`config.mk`:
```
export PLATFORM = sky130hd
export DESIGN_NAME = complex_mult_pipe
export DESIGN_NICKNAME = d
export VERILOG_FILES = /design/src/rtl/complex_mult_pkg.sv /design/src/rtl/complex_mult_pipe_round_sat.sv /design/src/rtl/complex_mult_pipe.sv
export SDC_FILE = /design/constraint.sdc
export NUM_CORES = 2
export LEC_CHECK = 0
export BUFFER_PORTS_ARGS = -buffer_cell sky130_fd_sc_hd__buf_4
export CAP_MARGIN = 40
export CORE_ASPECT_RATIO = 0.7
export CORE_MARGIN = 2
export CORE_UTILIZATION = 40
export CTS_CLUSTER_SIZE = 12
export DETAILED_ROUTE_END_ITERATION = 10
export SLEW_MARGIN = 10
export SYNTH_ARGS = -nofsm -noshare
export SYNTH_HDL_FRONTEND = slang
export SYNTH_SLANG_ARGS = --single-unit
```
`constraint.sdc`:
```
create_clock -name clk -period 6.7 [get_ports clk]
set_clock_uncertainty 0.2 [all_clocks]
set_input_delay 0.67 -clock clk [delete_from_list [all_inputs] [get_ports clk]]
set_output_delay 0.67 -clock clk [all_outputs]
set_load 0.01 [all_outputs]
```
`src/rtl/complex_mult_pkg.sv`:
```
// Shared types and helpers for the pipelined complex multiplier.
// round_sat works on a wide signed container so any legal parameter set fits.
package complex_mult_pkg;

    // Wide enough for FULL_W+1 with IN_W up to 64.
    localparam int MAX_W = 130;

    typedef struct packed {
        logic                    ovf;
        logic signed [MAX_W-1:0] value;
    } rs_t;

    function automatic int full_w(input int in_w);
        return 2 * in_w + 1;
    endfunction

    function automatic rs_t round_sat(input logic signed [MAX_W-1:0] value,
                                      input int                      shift,
                                      input logic                    round,
                                      input logic                    sat,
                                      input int                      out_w);
        logic signed [MAX_W-1:0] one;
        logic signed [MAX_W-1:0] sum;
        logic signed [MAX_W-1:0] scaled;
        logic signed [MAX_W-1:0] max_v;
        logic signed [MAX_W-1:0] min_v;
        logic signed [MAX_W-1:0] shl;
        rs_t                     r;
        one = {{(MAX_W-1){1'b0}}, 1'b1};
        sum = value;
        if (round && shift > 0)
            sum = value + (one << (shift - 1));
        scaled = sum >>> shift;
        max_v  = (one << (out_w - 1)) - one;
        min_v  = -(one << (out_w - 1));
        // Shifting up then arithmetically back keeps the low out_w bits, sign-extended.
        shl    = scaled <<< (MAX_W - out_w);
        r.ovf  = (scaled > max_v) || (scaled < min_v);
        if (r.ovf && sat)
            r.value = (scaled > max_v) ? max_v : min_v;
        else
            r.value = shl >>> (MAX_W - out_w);
        return r;
    endfunction

endpackage

```
`src/rtl/complex_mult_pipe_round_sat.sv`:
```
// Output scaling for one result component: optional round half-up,
// arithmetic shift, then saturate or wrap into OUT_W bits.
module round_sat
    import complex_mult_pkg::*;
#(
    parameter int VAL_W = 33,
    parameter int OUT_W = 33,
    parameter int SHIFT = 0,
    parameter int ROUND = 0,
    parameter int SAT   = 1
) (
    input  logic signed [VAL_W-1:0] value,
    output logic signed [OUT_W-1:0] result,
    output logic                    ovf
);

    rs_t  rs;
    logic unused_hi;

    always_comb begin
        rs = complex_mult_pkg::round_sat(MAX_W'(value), SHIFT, ROUND != 0, SAT != 0, OUT_W);
    end

    assign result    = rs.value[OUT_W-1:0];
    assign ovf       = rs.ovf;
    assign unused_hi = ^rs.value[MAX_W-1:OUT_W];

endmodule

```
`src/rtl/complex_mult_pipe.sv`:
```
// Three-stage pipelined complex multiplier (operands, products, add/scale)
// with optional conj(y) and a valid/ready stream on both sides.
module complex_mult_pipe
    import complex_mult_pkg::*;
#(
    parameter int IN_W  = 16,
    parameter int OUT_W = 33,
    parameter int SHIFT = 0,
    parameter int ROUND = 0,
    parameter int SAT   = 1
) (
    input  logic                    clk,
    input  logic                    n_reset,
    input  logic                    in_valid,
    output logic                    in_ready,
    input  logic signed [IN_W-1:0]  re_x,
    input  logic signed [IN_W-1:0]  im_x,
    input  logic signed [IN_W-1:0]  re_y,
    input  logic signed [IN_W-1:0]  im_y,
    input  logic                    conj_y,
    output logic                    out_valid,
    input  logic                    out_ready,
    output logic signed [OUT_W-1:0] re_z,
    output logic signed [OUT_W-1:0] im_z,
    output logic                    ovf
);

    localparam int FULL_W = full_w(IN_W);

    typedef struct packed {
        logic signed [IN_W-1:0] re;
        logic signed [IN_W-1:0] im;
    } cplx_t;

    typedef struct packed {
        logic signed [FULL_W-1:0] rr;
        logic signed [FULL_W-1:0] ii;
        logic signed [FULL_W-1:0] ir;
        logic signed [FULL_W-1:0] ri;
    } prod_t;

    // Handshake: a sample transfers on any edge where valid && ready are both high.
    // The whole pipeline advances together; it freezes only when a result is
    // waiting and downstream is not ready, so accept and consume may coincide.
    logic en;

    cplx_t s1_x;
    cplx_t s1_y;
    logic  s1_conj;
    logic  s1_valid;

    prod_t s2_p;
    logic  s2_conj;
    logic  s2_valid;

    logic signed [FULL_W-1:0] re_full;
    logic signed [FULL_W-1:0] im_full;
    logic signed [OUT_W-1:0]  re_q;
    logic signed [OUT_W-1:0]  im_q;
    logic                     ovf_re;
    logic                     ovf_im;

    assign en       = !out_valid || out_ready;
    assign in_ready = en;

    always_comb begin
        re_full = s2_p.rr - s2_p.ii;
        im_full = s2_p.ir + s2_p.ri;
        if (s2_conj) begin
            re_full = s2_p.rr + s2_p.ii;
            im_full = s2_p.ir - s2_p.ri;
        end
    end

    round_sat #(
        .VAL_W(FULL_W), .OUT_W(OUT_W), .SHIFT(SHIFT), .ROUND(ROUND), .SAT(SAT)
    ) u_rs_re (
        .value(re_full), .result(re_q), .ovf(ovf_re)
    );

    round_sat #(
        .VAL_W(FULL_W), .OUT_W(OUT_W), .SHIFT(SHIFT), .ROUND(ROUND), .SAT(SAT)
    ) u_rs_im (
        .value(im_full), .result(im_q), .ovf(ovf_im)
    );

    always_ff @(posedge clk or negedge n_reset) begin
        if (!n_reset) begin
            s1_x      <= '0;
            s1_y      <= '0;
            s1_conj   <= 1'b0;
            s1_valid  <= 1'b0;
            s2_p      <= '0;
            s2_conj   <= 1'b0;
            s2_valid  <= 1'b0;
            out_valid <= 1'b0;
            re_z      <= '0;
            im_z      <= '0;
            ovf       <= 1'b0;
        end else if (en) begin
            s1_valid <= in_valid;
            if (in_valid) begin
                s1_x.re <= re_x;
                s1_x.im <= im_x;
                s1_y.re <= re_y;
                s1_y.im <= im_y;
                s1_conj <= conj_y;
            end
            s2_valid <= s1_valid;
            if (s1_valid) begin
                s2_p.rr <= FULL_W'($signed(s1_x.re)) * FULL_W'($signed(s1_y.re));
                s2_p.ii <= FULL_W'($signed(s1_x.im)) * FULL_W'($signed(s1_y.im));
                s2_p.ir <= FULL_W'($signed(s1_x.im)) * FULL_W'($signed(s1_y.re));
                s2_p.ri <= FULL_W'($signed(s1_x.re)) * FULL_W'($signed(s1_y.im));
                s2_conj <= s1_conj;
            end
            out_valid <= s2_valid;
            ovf       <= s2_valid && (ovf_re || ovf_im);
            if (s2_valid) begin
                re_z <= re_q;
                im_z <= im_q;
            end
        end
    end

endmodule
```
==> impl_metrics.ini <==
[cts]
path_clk_slew_ps = 70
numClockSinks = 264
clockBufferDepth = 3
clockRootBuffer = clkbuf_16
clk_latency_ps = 600
h-tree-depth = 2
cts_buffers = 36
tritoncts = yes

[floorplan]
dieHeight_um = 309.7
io_pins = 138
fp.coreArea_um2 = 132800
chipWidth_um = 440.7
initial_utilization_pct = 40.19
die-area_um2 = 136500
fp-row-count = 112

[grt]
grt.busiest_layer = met1
grtUsageMet3_pct = 5.038
grt_max_degree = 142
grt_use_total_pct = 22.92
grtUsageMet2_pct = 33.91
grt_pass1_vias = 40780
antenna_found_initial = 7
use_met1_pct = 34.43
grt.overflow.total = 0
grt_pass1_wl_um = 241100

[placed_design]
place_inst = 7669
numPortBuffers = 137
gp_congestion = 0.9215
place_hpwl_um = 125200
place_area_um2 = 57480

[drt]
drc = 0
drt_iter0_markers = 2582
post_drt_wl_per_cell_um = 19.47
first_pass_iters = 6
antenna_left = 0
via_count = 38980
routed_wl_um = 150800
vias_per_cell = 5.035

[setup_path]
cp_cell_sequence = buf_12 -> nand2_1 -> inv_1 -> fa_1 -> inv_1 -> fa_1 -> fa_1 -> inv_1 -> fa_1 -> fa_1 -> inv_1 -> fa_1 -> inv_1 -> ha_1 -> a21oi_2 -> o22ai_1 -> o21a_1 -> a211o_1 -> nand2_1 -> a31oi_4 -> o21a_1 -> o21a_1 -> o31ai_1
crit_fanout = 33
critPathLaunchType = flop
crit_top_cell = fa_1
worstPathArrival_ps = 6790
crit_required_ps = 7000
cp-end-kind = flop
crit_slowest_cell = fa_1
path_class = reg2reg
cp_slowest_stage_delay_ps = 530

[worst_hold_path]
hold_path.class = in2reg

[yosys]
ys_top_cells_by_count = 1,232 x inv_1, 1,050 x fa_1, 739 x nand2_1, 512 x and2_1, 394 x ha_1
synth_seq_cells = 264
synth.most_common_cell = inv_1
synth_area_leaders = fa_1 39%, dfrtp_1 12%, ha_1 9.2%
yosysTopAreaCell = fa_1
ys_seq_area_share_pct = 12.37
synthesis.nets = 7358
yosys_warnings = 0
synth_cell_type_count = 70
synthArstFlopShare_pct = 100.0
netlist.area_leader.share_pct = 39.37
syn_avg_cell_area_um2 = 9.135
synth_edf_count = 0
netlist_instances = 5845
mappedNetlistArea_um2 = 53390
synth_ff_type = dfrtp_1

[timing]
timing.fmax_ghz = 0.1541
hold_violations = 0
fin_crit_sh_pct = 96.88
fin_tns_setup_ps = 0
fin_crit_ps = 6491
slew_headroom_pct = 34.45
drv_slew = 0
tightestPinTransition_ps = 983.3
setup_violations = 0

[flow_run]
timing.max_cap.violations = 0

[layout]
fin_cells = 7743
area.growth.synth_to_final_pct = 10.49
utilization_pct = 44.41
post-route-cell-area_um2 = 58990
nNetsFinal = 7461
drive_above_1_share_pct = 8.688

[outcome]
status = finished, final reports clean
==> metrics by stage <==
step           setup slack, ps  hold slack [ps]
2_1_floorplan            404.5            174.4
3_3_place_gp            -41.18            264.2
3_5_place_dp            -90.57            265.8
4_1_cts                  70.16            66.14
5_1_grt                 -18.89            78.42
6_report                 208.8            101.0
==> layer usage <==
metal	part of all wire (%)	routed length (um)
met3	7.9	11870
met1	47	70990
met4	2.0	2953
met2	43	64960
met5	0	0
==> state kept, by name, indices dropped and copies added (netlist names) <==
name / count
s1_conj: 1
ovf: 1
out_valid: 1
s1_x: 32
s1_y: 32
s1_valid: 1
s2_conj: 1
s2_p: 128
im_z: 33
re_z: 33
s2_valid: 1
==> area by class of cell <==
class | instances | area [um^2]
clock buffer | 46 | 1011
antenna | 2 | 5.005
fill | 12980 | 73850
inverter | 1232 | 4624
multi-input combinational | 4084 | 41300
clock inverter | 18 | 271.5
timing repair buffer | 330 | 2930
tap | 1767 | 2211
sequential | 264 | 6639
==> path summary, 6_finish.rpt <==
kind	from	to	slack, ps	depth (start not counted)
max reg2reg	s1_y[1]$_DFFE_PN0P_	s2_p[29]$_DFFE_PN0P_	210	23
max in group asynchronous	n_reset	s2_conj$_DFFE_PN0P_	4420	3
min	im_y[5]	s1_y[5]$_DFFE_PN0P_	100	2
min in group asynchronous	n_reset	s1_y[5]$_DFFE_PN0P_	460	2
min reg2reg	re_z[0]$_DFFE_PN0P_	re_z[0]$_DFFE_PN0P_	280	2
max	s1_y[1]$_DFFE_PN0P_	s2_p[29]$_DFFE_PN0P_	210	23
==> cells in the final DEF (no fill, tap or decap), types with 6 or more instances in the layout <==
| cell type | count |
|---|---|
| o21ai_0 | 226 |
| nor4_1 | 7 |
| fa_1 | 1047 |
| buf_12 | 32 |
| nand3_1 | 39 |
| or3_1 | 10 |
| o211ai_1 | 13 |
| o21bai_1 | 33 |
| dfrtp_1 | 238 |
| nand4_1 | 14 |
| a21boi_0 | 6 |
| dfrtp_2 | 26 |
| a21o_1 | 89 |
| inv_1 | 1232 |
| nor2b_1 | 13 |
| xor2_1 | 102 |
| o21ai_1 | 14 |
| buf_4 | 289 |
| a31oi_1 | 26 |
| and3_1 | 28 |
| buf_6 | 6 |
| nand2_1 | 736 |
| and2_1 | 511 |
| ha_1 | 394 |
| bufinv_16 | 6 |
| clkbuf_16 | 38 |
| o21a_1 | 29 |
| a211oi_1 | 17 |
| a211o_1 | 8 |
| nor3_1 | 35 |
| nor2_1 | 147 |
| o31ai_1 | 17 |
| xnor2_1 | 149 |
| mux2_2 | 68 |
| nand2b_1 | 39 |
| a21oi_1 | 161 |
| nor3b_1 | 7 |
==> cell families (layout without fill, tap and decap cells) <==
kind of cell               count (synthesis)  after routing  share of synthesized area [%]
AOI/OAI and AO/OA                        707            707                          8.242
xor gates and xnor gates                 251            251                          4.117
adders and majority gates               1444           1444                          48.60
buffers and inverters                   1497           1626                          10.53
DFF                                      264            264                          12.37
muxes                                     71             71                          1.490
other                                      0              2                              0
and+or+nand+nor                         1611           1611                          14.65
==> worst max-delay path: cells and delay by family (launching register included) <==
kind,cells,cell delay [ps]
adders and majority gates,7,3390
AOI/OAI and AO/OA,8,1570
DFF,1,390
and+or+nand+nor,2,310
buffers and inverters,6,490
==> what timing repair did <==
| item | CTS | global route |
|---|---|---|
| hold buffers | 1 | 0 |
| pin swaps | 0 | 6 |
| setup buffers | 0 | 7 |
| hold endpoints to repair | 62 | 0 |
| endpoints found under the setup margin | 5 | 35 |
| resized for setup | 5 | 51 |
Power is left out: the tool's default activity adds up to more than one toggle a clock period on the data nets, which glitch-free logic cannot reach.
